**config.mk**
```make
export PLATFORM = sky130hd
export DESIGN_NAME = lift_dispatch_scheduler
export DESIGN_NICKNAME = d
export VERILOG_FILES = /design/src/rtl/lift_pkg.sv /design/src/rtl/lift_cost_calc.sv /design/src/rtl/lift_dispatch_scheduler.sv
export SDC_FILE = /design/constraint.sdc
export NUM_CORES = 1
export LEC_CHECK = 0
export ABC_CLOCK_PERIOD_IN_PS = 15950
export CAP_MARGIN = 0
export CORE_MARGIN = 2
export CORE_UTILIZATION = 30
export CTS_CLUSTER_SIZE = 25
export DETAILED_ROUTE_END_ITERATION = 10
export GPL_ROUTABILITY_DRIVEN = 1
export HOLD_SLACK_MARGIN = 0.15
export SLEW_MARGIN = 5
export SYNTH_ARGS = -nofsm -noshare
export SYNTH_HDL_FRONTEND = slang
export SYNTH_SLANG_ARGS = --single-unit
```
**constraint.sdc**
```tcl
create_clock -name clk -period 15.95 [get_ports clk]
set_input_delay 3.19 -clock clk [delete_from_list [all_inputs] [get_ports clk]]
set_output_delay 3.19 -clock clk [all_outputs]
set_load 0.005 [all_outputs]
```
**src/rtl/lift_pkg.sv**
```systemverilog
// Shared types and helpers for the lift dispatch scheduler.
package lift_pkg;

  typedef enum logic [1:0] {
    IDLE = 2'd0,
    SCAN = 2'd1,
    DONE = 2'd2
  } state_e;

  localparam int unsigned CALC_W = 16;
  localparam logic [CALC_W-1:0] COST_MAX = '1;

  function automatic logic [CALC_W-1:0] abs_diff(input logic [CALC_W-1:0] a,
                                                 input logic [CALC_W-1:0] b);
    return (a >= b) ? (a - b) : (b - a);
  endfunction

endpackage

```
**src/rtl/lift_cost_calc.sv**
```systemverilog
// Combinational eligibility and direction-aware travel cost for one lift against a hall call.
module lift_cost_calc
  import lift_pkg::*;
#(
  parameter int unsigned NUM_FLOORS = 8,
  parameter int unsigned CAPACITY   = 8,
  parameter int unsigned FLOOR_W    = $clog2(NUM_FLOORS),
  parameter int unsigned LOAD_W     = $clog2(CAPACITY + 1),
  parameter int unsigned COST_W     = FLOOR_W + 2
) (
  input  logic [FLOOR_W-1:0] curr,
  input  logic [FLOOR_W-1:0] dest,
  input  logic [LOAD_W-1:0]  load,
  input  logic [FLOOR_W-1:0] req_floor,
  input  logic               req_dir,
  output logic               eligible_c,
  output logic [COST_W-1:0]  cost_c
);

  localparam int unsigned FLOOR_CMP_W = FLOOR_W + 1;
  localparam logic [FLOOR_W:0] FLOOR_LIM = FLOOR_CMP_W'(NUM_FLOORS);
  localparam logic [LOAD_W-1:0] LOAD_LIM = LOAD_W'(CAPACITY);

  logic [CALC_W-1:0] d_req_curr;
  logic [CALC_W-1:0] d_curr_dest;
  logic [CALC_W-1:0] d_dest_req;
  logic              moving_up;
  logic              moving_down;

  always_comb begin
    d_req_curr  = abs_diff(CALC_W'(req_floor), CALC_W'(curr));
    d_curr_dest = abs_diff(CALC_W'(curr), CALC_W'(dest));
    d_dest_req  = abs_diff(CALC_W'(dest), CALC_W'(req_floor));
    moving_up   = dest > curr;
    moving_down = dest < curr;

    eligible_c = (load < LOAD_LIM) && ({1'b0, curr} < FLOOR_LIM) && ({1'b0, dest} < FLOOR_LIM);

    // Lifts that will pass the caller on their current run go direct; others finish their run first.
    if (!moving_up && !moving_down) begin
      cost_c = COST_W'(d_req_curr);
    end else if (moving_up && req_dir && (curr <= req_floor)) begin
      cost_c = COST_W'(d_req_curr);
    end else if (moving_down && !req_dir && (curr >= req_floor)) begin
      cost_c = COST_W'(d_req_curr);
    end else begin
      cost_c = COST_W'(d_curr_dest + d_dest_req);
    end
  end

endmodule

```
**src/rtl/lift_dispatch_scheduler.sv**
```systemverilog
// N-lift hall-call dispatcher: accepts one call, scans every lift one per cycle,
// and pulses the cheapest eligible lift.
module lift_dispatch_scheduler
  import lift_pkg::*;
#(
  parameter int unsigned NUM_LIFTS  = 4,
  parameter int unsigned NUM_FLOORS = 8,
  parameter int unsigned CAPACITY   = 8,
  parameter int unsigned FLOOR_W    = $clog2(NUM_FLOORS),
  parameter int unsigned LOAD_W     = $clog2(CAPACITY + 1),
  parameter int unsigned LIFT_W     = $clog2(NUM_LIFTS)
) (
  input  logic                           clk,
  input  logic                           reset,
  input  logic                           req_valid,
  output logic                           req_ready,
  input  logic [FLOOR_W-1:0]             req_floor,
  input  logic                           req_dir,
  input  logic [NUM_LIFTS*FLOOR_W-1:0]   lift_curr_floor,
  input  logic [NUM_LIFTS*FLOOR_W-1:0]   lift_dest_floor,
  input  logic [NUM_LIFTS*LOAD_W-1:0]    lift_load,
  output logic                           asg_valid,
  output logic                           asg_none,
  output logic [LIFT_W-1:0]              asg_lift,
  output logic [FLOOR_W-1:0]             asg_floor,
  output logic [FLOOR_W+1:0]             asg_cost
);

  localparam int unsigned COST_W      = FLOOR_W + 2;
  localparam int unsigned FLOOR_CMP_W = FLOOR_W + 1;
  localparam logic [FLOOR_W:0]    FLOOR_LIM = FLOOR_CMP_W'(NUM_FLOORS);
  localparam logic [LIFT_W-1:0]   LAST_IDX  = LIFT_W'(NUM_LIFTS - 1);
  localparam logic [COST_W-1:0]   NONE_COST = COST_W'(COST_MAX);

  state_e state, state_d;

  logic [LIFT_W-1:0]  idx;
  logic [FLOOR_W-1:0] req_floor_q;
  logic               req_dir_q;
  logic [COST_W-1:0]  best_cost;
  logic [LIFT_W-1:0]  best_lift;
  logic               best_found;

  logic [FLOOR_W-1:0] curr_a [NUM_LIFTS];
  logic [FLOOR_W-1:0] dest_a [NUM_LIFTS];
  logic [LOAD_W-1:0]  load_a [NUM_LIFTS];
  logic [FLOOR_W-1:0] sel_curr_c;
  logic [FLOOR_W-1:0] sel_dest_c;
  logic [LOAD_W-1:0]  sel_load_c;

  logic               cand_eligible_c;
  logic [COST_W-1:0]  cand_cost_c;
  logic               req_floor_ok_c;
  logic               last_c;
  logic               take_c;
  logic               fin_found_c;
  logic [COST_W-1:0]  fin_cost_c;
  logic [LIFT_W-1:0]  fin_lift_c;

  logic               req_ready_d;
  logic               asg_valid_d;
  logic               asg_none_d;
  logic [LIFT_W-1:0]  asg_lift_d;
  logic [FLOOR_W-1:0] asg_floor_d;
  logic [COST_W-1:0]  asg_cost_d;

  // Unpack per-lift buses and select the lift under evaluation this cycle.
  always_comb begin
    for (int i = 0; i < NUM_LIFTS; i++) begin
      curr_a[i] = lift_curr_floor[i*FLOOR_W +: FLOOR_W];
      dest_a[i] = lift_dest_floor[i*FLOOR_W +: FLOOR_W];
      load_a[i] = lift_load[i*LOAD_W +: LOAD_W];
    end
    sel_curr_c = curr_a[idx];
    sel_dest_c = dest_a[idx];
    sel_load_c = load_a[idx];
  end

  lift_cost_calc #(
    .NUM_FLOORS (NUM_FLOORS),
    .CAPACITY   (CAPACITY),
    .FLOOR_W    (FLOOR_W),
    .LOAD_W     (LOAD_W),
    .COST_W     (COST_W)
  ) u_cost (
    .curr       (sel_curr_c),
    .dest       (sel_dest_c),
    .load       (sel_load_c),
    .req_floor  (req_floor_q),
    .req_dir    (req_dir_q),
    .eligible_c (cand_eligible_c),
    .cost_c     (cand_cost_c)
  );

  // Running minimum including the lift evaluated this cycle; strict less-than keeps the lower index on ties.
  always_comb begin
    req_floor_ok_c = {1'b0, req_floor} < FLOOR_LIM;
    last_c         = idx == LAST_IDX;
    take_c         = (state == SCAN) && cand_eligible_c && (!best_found || (cand_cost_c < best_cost));
    fin_found_c    = (state == SCAN) && (best_found || take_c);
    fin_cost_c     = take_c ? cand_cost_c : best_cost;
    fin_lift_c     = take_c ? idx : best_lift;
  end

  always_ff @(posedge clk or posedge reset) begin
    if (reset) begin
      state <= IDLE;
    end else begin
      state <= state_d;
    end
  end

  always_comb begin
    state_d = state;
    unique case (state)
      IDLE:    if (req_valid) state_d = req_floor_ok_c ? SCAN : DONE;
      SCAN:    if (last_c) state_d = DONE;
      DONE:    state_d = IDLE;
      default: state_d = IDLE;
    endcase
  end

  // Result is captured on the edge entering DONE and held until the next result.
  always_comb begin
    req_ready_d = state_d == IDLE;
    asg_valid_d = state_d == DONE;
    asg_none_d  = asg_none;
    asg_lift_d  = asg_lift;
    asg_floor_d = asg_floor;
    asg_cost_d  = asg_cost;
    if ((state != DONE) && (state_d == DONE)) begin
      asg_none_d  = !fin_found_c;
      asg_lift_d  = fin_found_c ? fin_lift_c : '0;
      asg_cost_d  = fin_found_c ? fin_cost_c : NONE_COST;
      asg_floor_d = (state == IDLE) ? req_floor : req_floor_q;
    end
  end

  always_ff @(posedge clk or posedge reset) begin
    if (reset) begin
      req_ready <= 1'b1;
      asg_valid <= 1'b0;
      asg_none  <= 1'b0;
      asg_lift  <= '0;
      asg_floor <= '0;
      asg_cost  <= '0;
    end else begin
      req_ready <= req_ready_d;
      asg_valid <= asg_valid_d;
      asg_none  <= asg_none_d;
      asg_lift  <= asg_lift_d;
      asg_floor <= asg_floor_d;
      asg_cost  <= asg_cost_d;
    end
  end

  // Scan datapath: latch the call on accept, then fold in one lift per cycle.
  always_ff @(posedge clk or posedge reset) begin
    if (reset) begin
      idx         <= '0;
      req_floor_q <= '0;
      req_dir_q   <= 1'b0;
      best_cost   <= NONE_COST;
      best_lift   <= '0;
      best_found  <= 1'b0;
    end else begin
      unique case (state)
        IDLE: begin
          if (req_valid) begin
            req_floor_q <= req_floor;
            req_dir_q   <= req_dir;
            idx         <= '0;
            best_cost   <= NONE_COST;
            best_lift   <= '0;
            best_found  <= 1'b0;
          end
        end
        SCAN: begin
          if (take_c) begin
            best_cost  <= cand_cost_c;
            best_lift  <= idx;
            best_found <= 1'b1;
          end
          idx <= idx + LIFT_W'(1);
        end
        default: ;
      endcase
    end
  end

endmodule
```
## Word-level counts from Yosys, hierarchy flattened

Cells that the tools add are included.

| storage, ports and cells | value |
|---|---|
| register bits | 29 |
| bits of input ports | 47 |
| word-level logic and storage cells | 91 |

| operators by class | value |
|---|---|
| add/subtract/negate cells | 8 |
| magnitude comparators | 10 |
| equality and inequality tests | 6 |
| multiplexer cells | 31 |
| bitwise operators | 1 |
| reductions and logical operators | 22 |

Operator list:

| operator | count |
|---|---|
| $mux W5 | 9 |
| $sub A3 B3 Y4 | 6 |
| $mux W3 | 5 |
| $bmux W3 S2 | 2 |
| $ge A3 B3 Y1 | 4 |
| $pmux W2 S2 | 3 |
| $mux W2 | 5 |
| $pmux W5 S2 | 1 |
| $logic_and A1 B1 Y1 | 9 |
| $bmux W4 S2 | 1 |
| $mux W4 | 2 |
| $ne A2 B2 Y1 const B | 3 |
| $add A5 B5 Y5 | 1 |
| $logic_not A1 Y1 | 5 |
| $lt A5 B5 Y1 | 1 |
| $eq A2 B2 Y1 const B | 2 |
| $logic_not A2 Y1 | 2 |
| $lt A4 B4 Y1 const B | 1 |
| $reduce_and A2 Y1 | 2 |
| $ge A3 B3 Y1 const B | 1 |
| $gt A3 B3 Y1 | 1 |
| $le A3 B3 Y1 | 1 |
| $lt A3 B3 Y1 | 1 |
| $not A2 Y3 | 1 |
| 7 further kinds | 9 |

## Longest topological paths before layout

| depth | value |
|---|---|
| word-level depth | 16 |
| gate-level depth with buffers | 25 |

## Cells and area by module

Synthesis repeated with hierarchy kept, for this count alone.

| unflattened totals | value |
|---|---|
| cell total of the unflattened synthesis | 259 |
| area total of the unflattened synthesis | 2,680.1 µm² |

Modules (own cells, without submodules):

| module | instances | cells an instance | area an instance (µm²) | seq. area each (µm²) |
|---|---|---|---|---|
| lift_dispatch_scheduler | 1 | 152 | 1,670.4 | 733.2 |
| lift_cost_calc | 1 | 107 | 1,009.7 | 0.0 |

## Worst setup path before layout

Ideal clock, no wire load.

| timing | value |
|---|---|
| kind | in2reg |
| start | in lift_curr_floor[3] |
| end | reg asg_cost[1] |
| setup time | 0.126 ns |
| arrival | 7.507 ns |
| setup slack | 8.317 ns |
| stages | 22 |
| cell sequence | mux4_1 inv_1 ha_1 inv_1 fa_1 inv_1 fa_1 nand2_1 mux2i_1 a221o_1 a221oi_1 ha_1 mux2_2 nand3_1 o31ai_2 ha_1 a21oi_1 o21a_1 o21ai_0 a21oi_1 nor2_4 o311a_1 |

| between the ends | value |
|---|---|
| longest elaborated chain between the ends | 15 |
| elaborated cells on any way between the ends | 33 |
| classes of those cells | add/sub (5); order compare (7); mux (10); reduce/logical (11) |

Ends and longest elaborated chain:

| element | line | text |
|---|---|---|
| start: declaration | lift_dispatch_scheduler.sv:19 | `input logic [NUM_LIFTS*FLOOR_W-1:0] lift_curr_floor,` |
| $bmux W3 S2 * | lift_dispatch_scheduler.sv:74 | `sel_curr_c = curr_a[idx];` |
| $mux W3 (implied by the code) * (2 in series) | lift_dispatch_scheduler.sv:74 |  |
| $sub A3 B3 Y4, or another cell as far along | lift_pkg.sv:15 | `return (a >= b) ? (a - b) : (b - a);` |
| $mux W5 / $logic_and A1 B1 Y1 (equally long branches) | lift_pkg.sv:15, lift_cost_calc.sv:44 |  |
| $add A5 B5 Y5 / $logic_and A1 B1 Y1 (equally long branches) | lift_cost_calc.sv:47, lift_cost_calc.sv:44 |  |
| $mux W5 | lift_cost_calc.sv:44 | `end else if (moving_down && !req_dir && (curr >= req_floor)) begin` |
| $mux W5 | lift_cost_calc.sv:42 | `end else if (moving_up && req_dir && (curr <= req_floor)) begin` |
| $mux W5 * | lift_cost_calc.sv:40 | `if (!moving_up && !moving_down) begin` |
| $lt A5 B5 Y1 | lift_dispatch_scheduler.sv:99 | `take_c = (state == SCAN) && cand_eligible_c && (!best_found \|\| (cand_cost_c < best_cost));` |
| $logic_or A1 B1 Y1 | lift_dispatch_scheduler.sv:99 |  |
| $logic_and A1 B1 Y1 | lift_dispatch_scheduler.sv:99 |  |
| $logic_or A1 B1 Y1 | lift_dispatch_scheduler.sv:100 | `fin_found_c = (state == SCAN) && (best_found \|\| take_c);` |
| $logic_and A1 B1 Y1 | lift_dispatch_scheduler.sv:100 |  |
| $mux W5 * | lift_dispatch_scheduler.sv:134 | `asg_cost_d = fin_found_c ? fin_cost_c : NONE_COST;` |
| end signal: assignment | lift_dispatch_scheduler.sv:153 | `asg_cost <= asg_cost_d;` |
| end: declaration | lift_dispatch_scheduler.sv:26 | `output logic [FLOOR_W+1:0] asg_cost` |

Every way passes the cells marked *; elsewhere a longest branch is shown, timed or not. The select of a mux whose other input is x is not followed.
A chain may end at the register's enable or synchronous reset.

## Worst setup path in the final report

Same ends and word-level chain as after synthesis.

==> impl_metrics.toml <==
[worst_setup_path]
cp-start-kind = "input pin"
r2r_slack_ns = 10.05
crit_arrival_ns = 8.52
critPathLaunch = "lift_curr_floor[3]"
critPathRequiredTime_ns = 16.12
worst_setup_path_end_kind = "flop"
worst-path-max-fanout = 8
crit_type = "input pin to flop"
r2r-start = "idx[0]"

[layout]
post-route-cell-area_mm2 = 0.00316
antennaDiodeCount = 0
drive_gt1_frac = 0.117
syn2layout_area_growth_pct = 26.9
nets = 375
final.fill_count = 775
fin_cells = 395

[routing]
drc = 0
vias = 1947
final_antenna_net_count = 0
drt-total-wl_um = 5810
vias_per_cell = 4.93
wl_per_cell_um = 14.7
drt_pass1_iterations = 4
drtIter0Drc = 71

[synth]
synth_ff_type = "dfrtp_1"
ys_ff_latch = 29
seq_area_frac_synth = 0.294
synth_cell_types = 51
async_flop_share = 1.00
synth_area_leaders = "dfrtp_1 (23%), ha_1 (14%), fa_1 (9.6%)"
yosysWarningCount = 0
synth_edf_count = 0
synthTopCellsByCount = "inv_1 (33), ha_1 (27), dfrtp_1 (23), nand2_1 (21), a21oi_1 (14)"
synth_top_area_cell = "dfrtp_1"
netlist_area_mm2 = 0.00249
synth.most_common_cell = "inv_1"
syn_inst = 238
syn_area_per_cell_um2 = 10.5
syn-num-nets = 324
synth_top_area_frac = 0.231

[cts]
numClockSinks = 29
cts.path.max_buffers = 2
cts-buffers-inserted = 5
cts-root-buf = "clkbuf_8"
cts_tree = "done"
cts-resized-gates = 0
post_cts_buffers = 0
clkTransAtPathRegs_ns = 0.06
ctsHoldBuffers = 0
clk_latency_ns = 0.29
htreeDepth = 2

[global_routing]
grt_pass1_vias = 1971
grt_max_degree = 30
grt_pass1_wl_um = 9500
grt_use_total = 0.136
antenna_found_initial = 0
gr-total-overflow = 0

[die]
initial_utilization = 0.306
rows = 33
die_x_um = 95.2
core_area_mm2 = 0.00813
io_pins = 60
die_h_um = 95.2
die-area_mm2 = 0.00905

[timing]
finalSetupTns_ns = 0
min_period_over_period = 0.524
hold_violations = 0
fmax_mhz = 120
rsz0062_at_grt = "false"
clock_skew_ns = 0.00360
slew_headroom = 0.419
maxSlewViolCount = 0
setup_violations = 0
period_needed_ns = 8.35
worst_pin_slew_ns = 0.869

[min_path]
hp-start = "asg_floor[0]"
hold_class = "flop to flop"

[run]
cap_viol_max_count = 0

[placement]
dp_hpwl_um = 4690
gp_congestion = 0.825
portBuffers = 47
place_area_mm2 = 0.00308
placedCellCount = 387

[run_status]
status = "complete, no violations"
critical path, stage by stage:
cell	delay [ns]
clkdlybuf4s50_1	0.38
mux4_1	0.58
inv_1	0.12
ha_1	0.19
inv_1	0.06
fa_1	0.36
inv_1	0.08
fa_1	0.19
nand2_1	0.16
mux2i_1	0.16
a221o_1	0.30
a221oi_1	0.30
ha_1	0.32
mux2_2	0.29
nand3_1	0.10
o31ai_2	0.09
ha_1	0.32
a21oi_1	0.16
o21a_1	0.16
o21ai_0	0.13
a21oi_1	0.41
nor2_4	0.11
o311a_1	0.35
path summary, 6_finish.rpt:
path                                 to  depth (start not counted)
max                         asg_cost[1]                         23
min                        asg_floor[0]                          2
max reg2reg                 asg_cost[1]                         22
min reg2reg                asg_floor[0]                          2
max in group asynchronous     req_ready                          3
min in group asynchronous   asg_lift[0]                          3
sequential cells by signal, summed over array words and instances (netlist names):
name and count:
asg_cost 5, best_cost 5, asg_floor 3, req_floor_q 3, asg_lift 2, best_lift 2, idx 2, state 2
asg_none 1, asg_valid 1, best_found 1, req_dir_q 1, req_ready 1
cell type report:
cell class | count | area, um^2 | area share
multi-input combinational | 171 | 1610 | 0.509
sequential | 29 | 733 | 0.232
timing repair buffer | 48 | 478 | 0.151
tap | 105 | 131 | 0.0416
inverter | 34 | 128 | 0.0404
clock buffer | 6 | 72.6 | 0.0230
clock inverter | 2 | 10.0 | 0.00317
per-stage QoR:
| stage | setup slack, ns | utilization | hold slack, ns |
|---|---|---|---|
| after floorplan | 8.32 | - | 0.458 |
| after global placement | 7.35 | 0.379 | 0.470 |
| after detailed placement | 7.35 | 0.379 | 0.477 |
| after CTS | 7.63 | 0.389 | 0.496 |
| after global routing | 7.24 | 0.389 | 0.516 |
| final | 7.60 | 0.389 | 0.487 |
layout by cell type, fill, tap and decap left out, drive strengths merged, types with 4 or more instances in the layout:
master and n:
nand3 10, dfstp 6, o21ai 10, fa 12, nor2 7, inv 33, ha 27, and3 5
clkdlybuf4s50 47, clkbuf 6, mux4 7, nand2b 4, dfrtp 23, a21oi 14, nand2 21, mux2 7
routing by layer:
| layer | wire length [um] | up-vias | part of all wire | track usage |
|---|---|---|---|---|
| met5 | 0 | - | 0 | 0 |
| met4 | 57 | 0 | 0.0098 | 0.0314 |
| met3 | 199 | 6 | 0.034 | 0.0340 |
| met2 | 2790 | 34 | 0.48 | 0.224 |
| met1 | 2770 | 946 | 0.48 | 0.180 |
| li1 | - | 961 | - | - |
kinds of logic after synthesis:
group,share of synthesized area
simple gates,0.126
compound gates,0.162
fa+ha+maj,0.232
buf+inv,0.0602
flops,0.294
mux,0.116
xor+xnor,0.0105
Power is left out: the tool's default activity adds up to more than one toggle a clock period on the data nets, which glitch-free logic cannot reach.
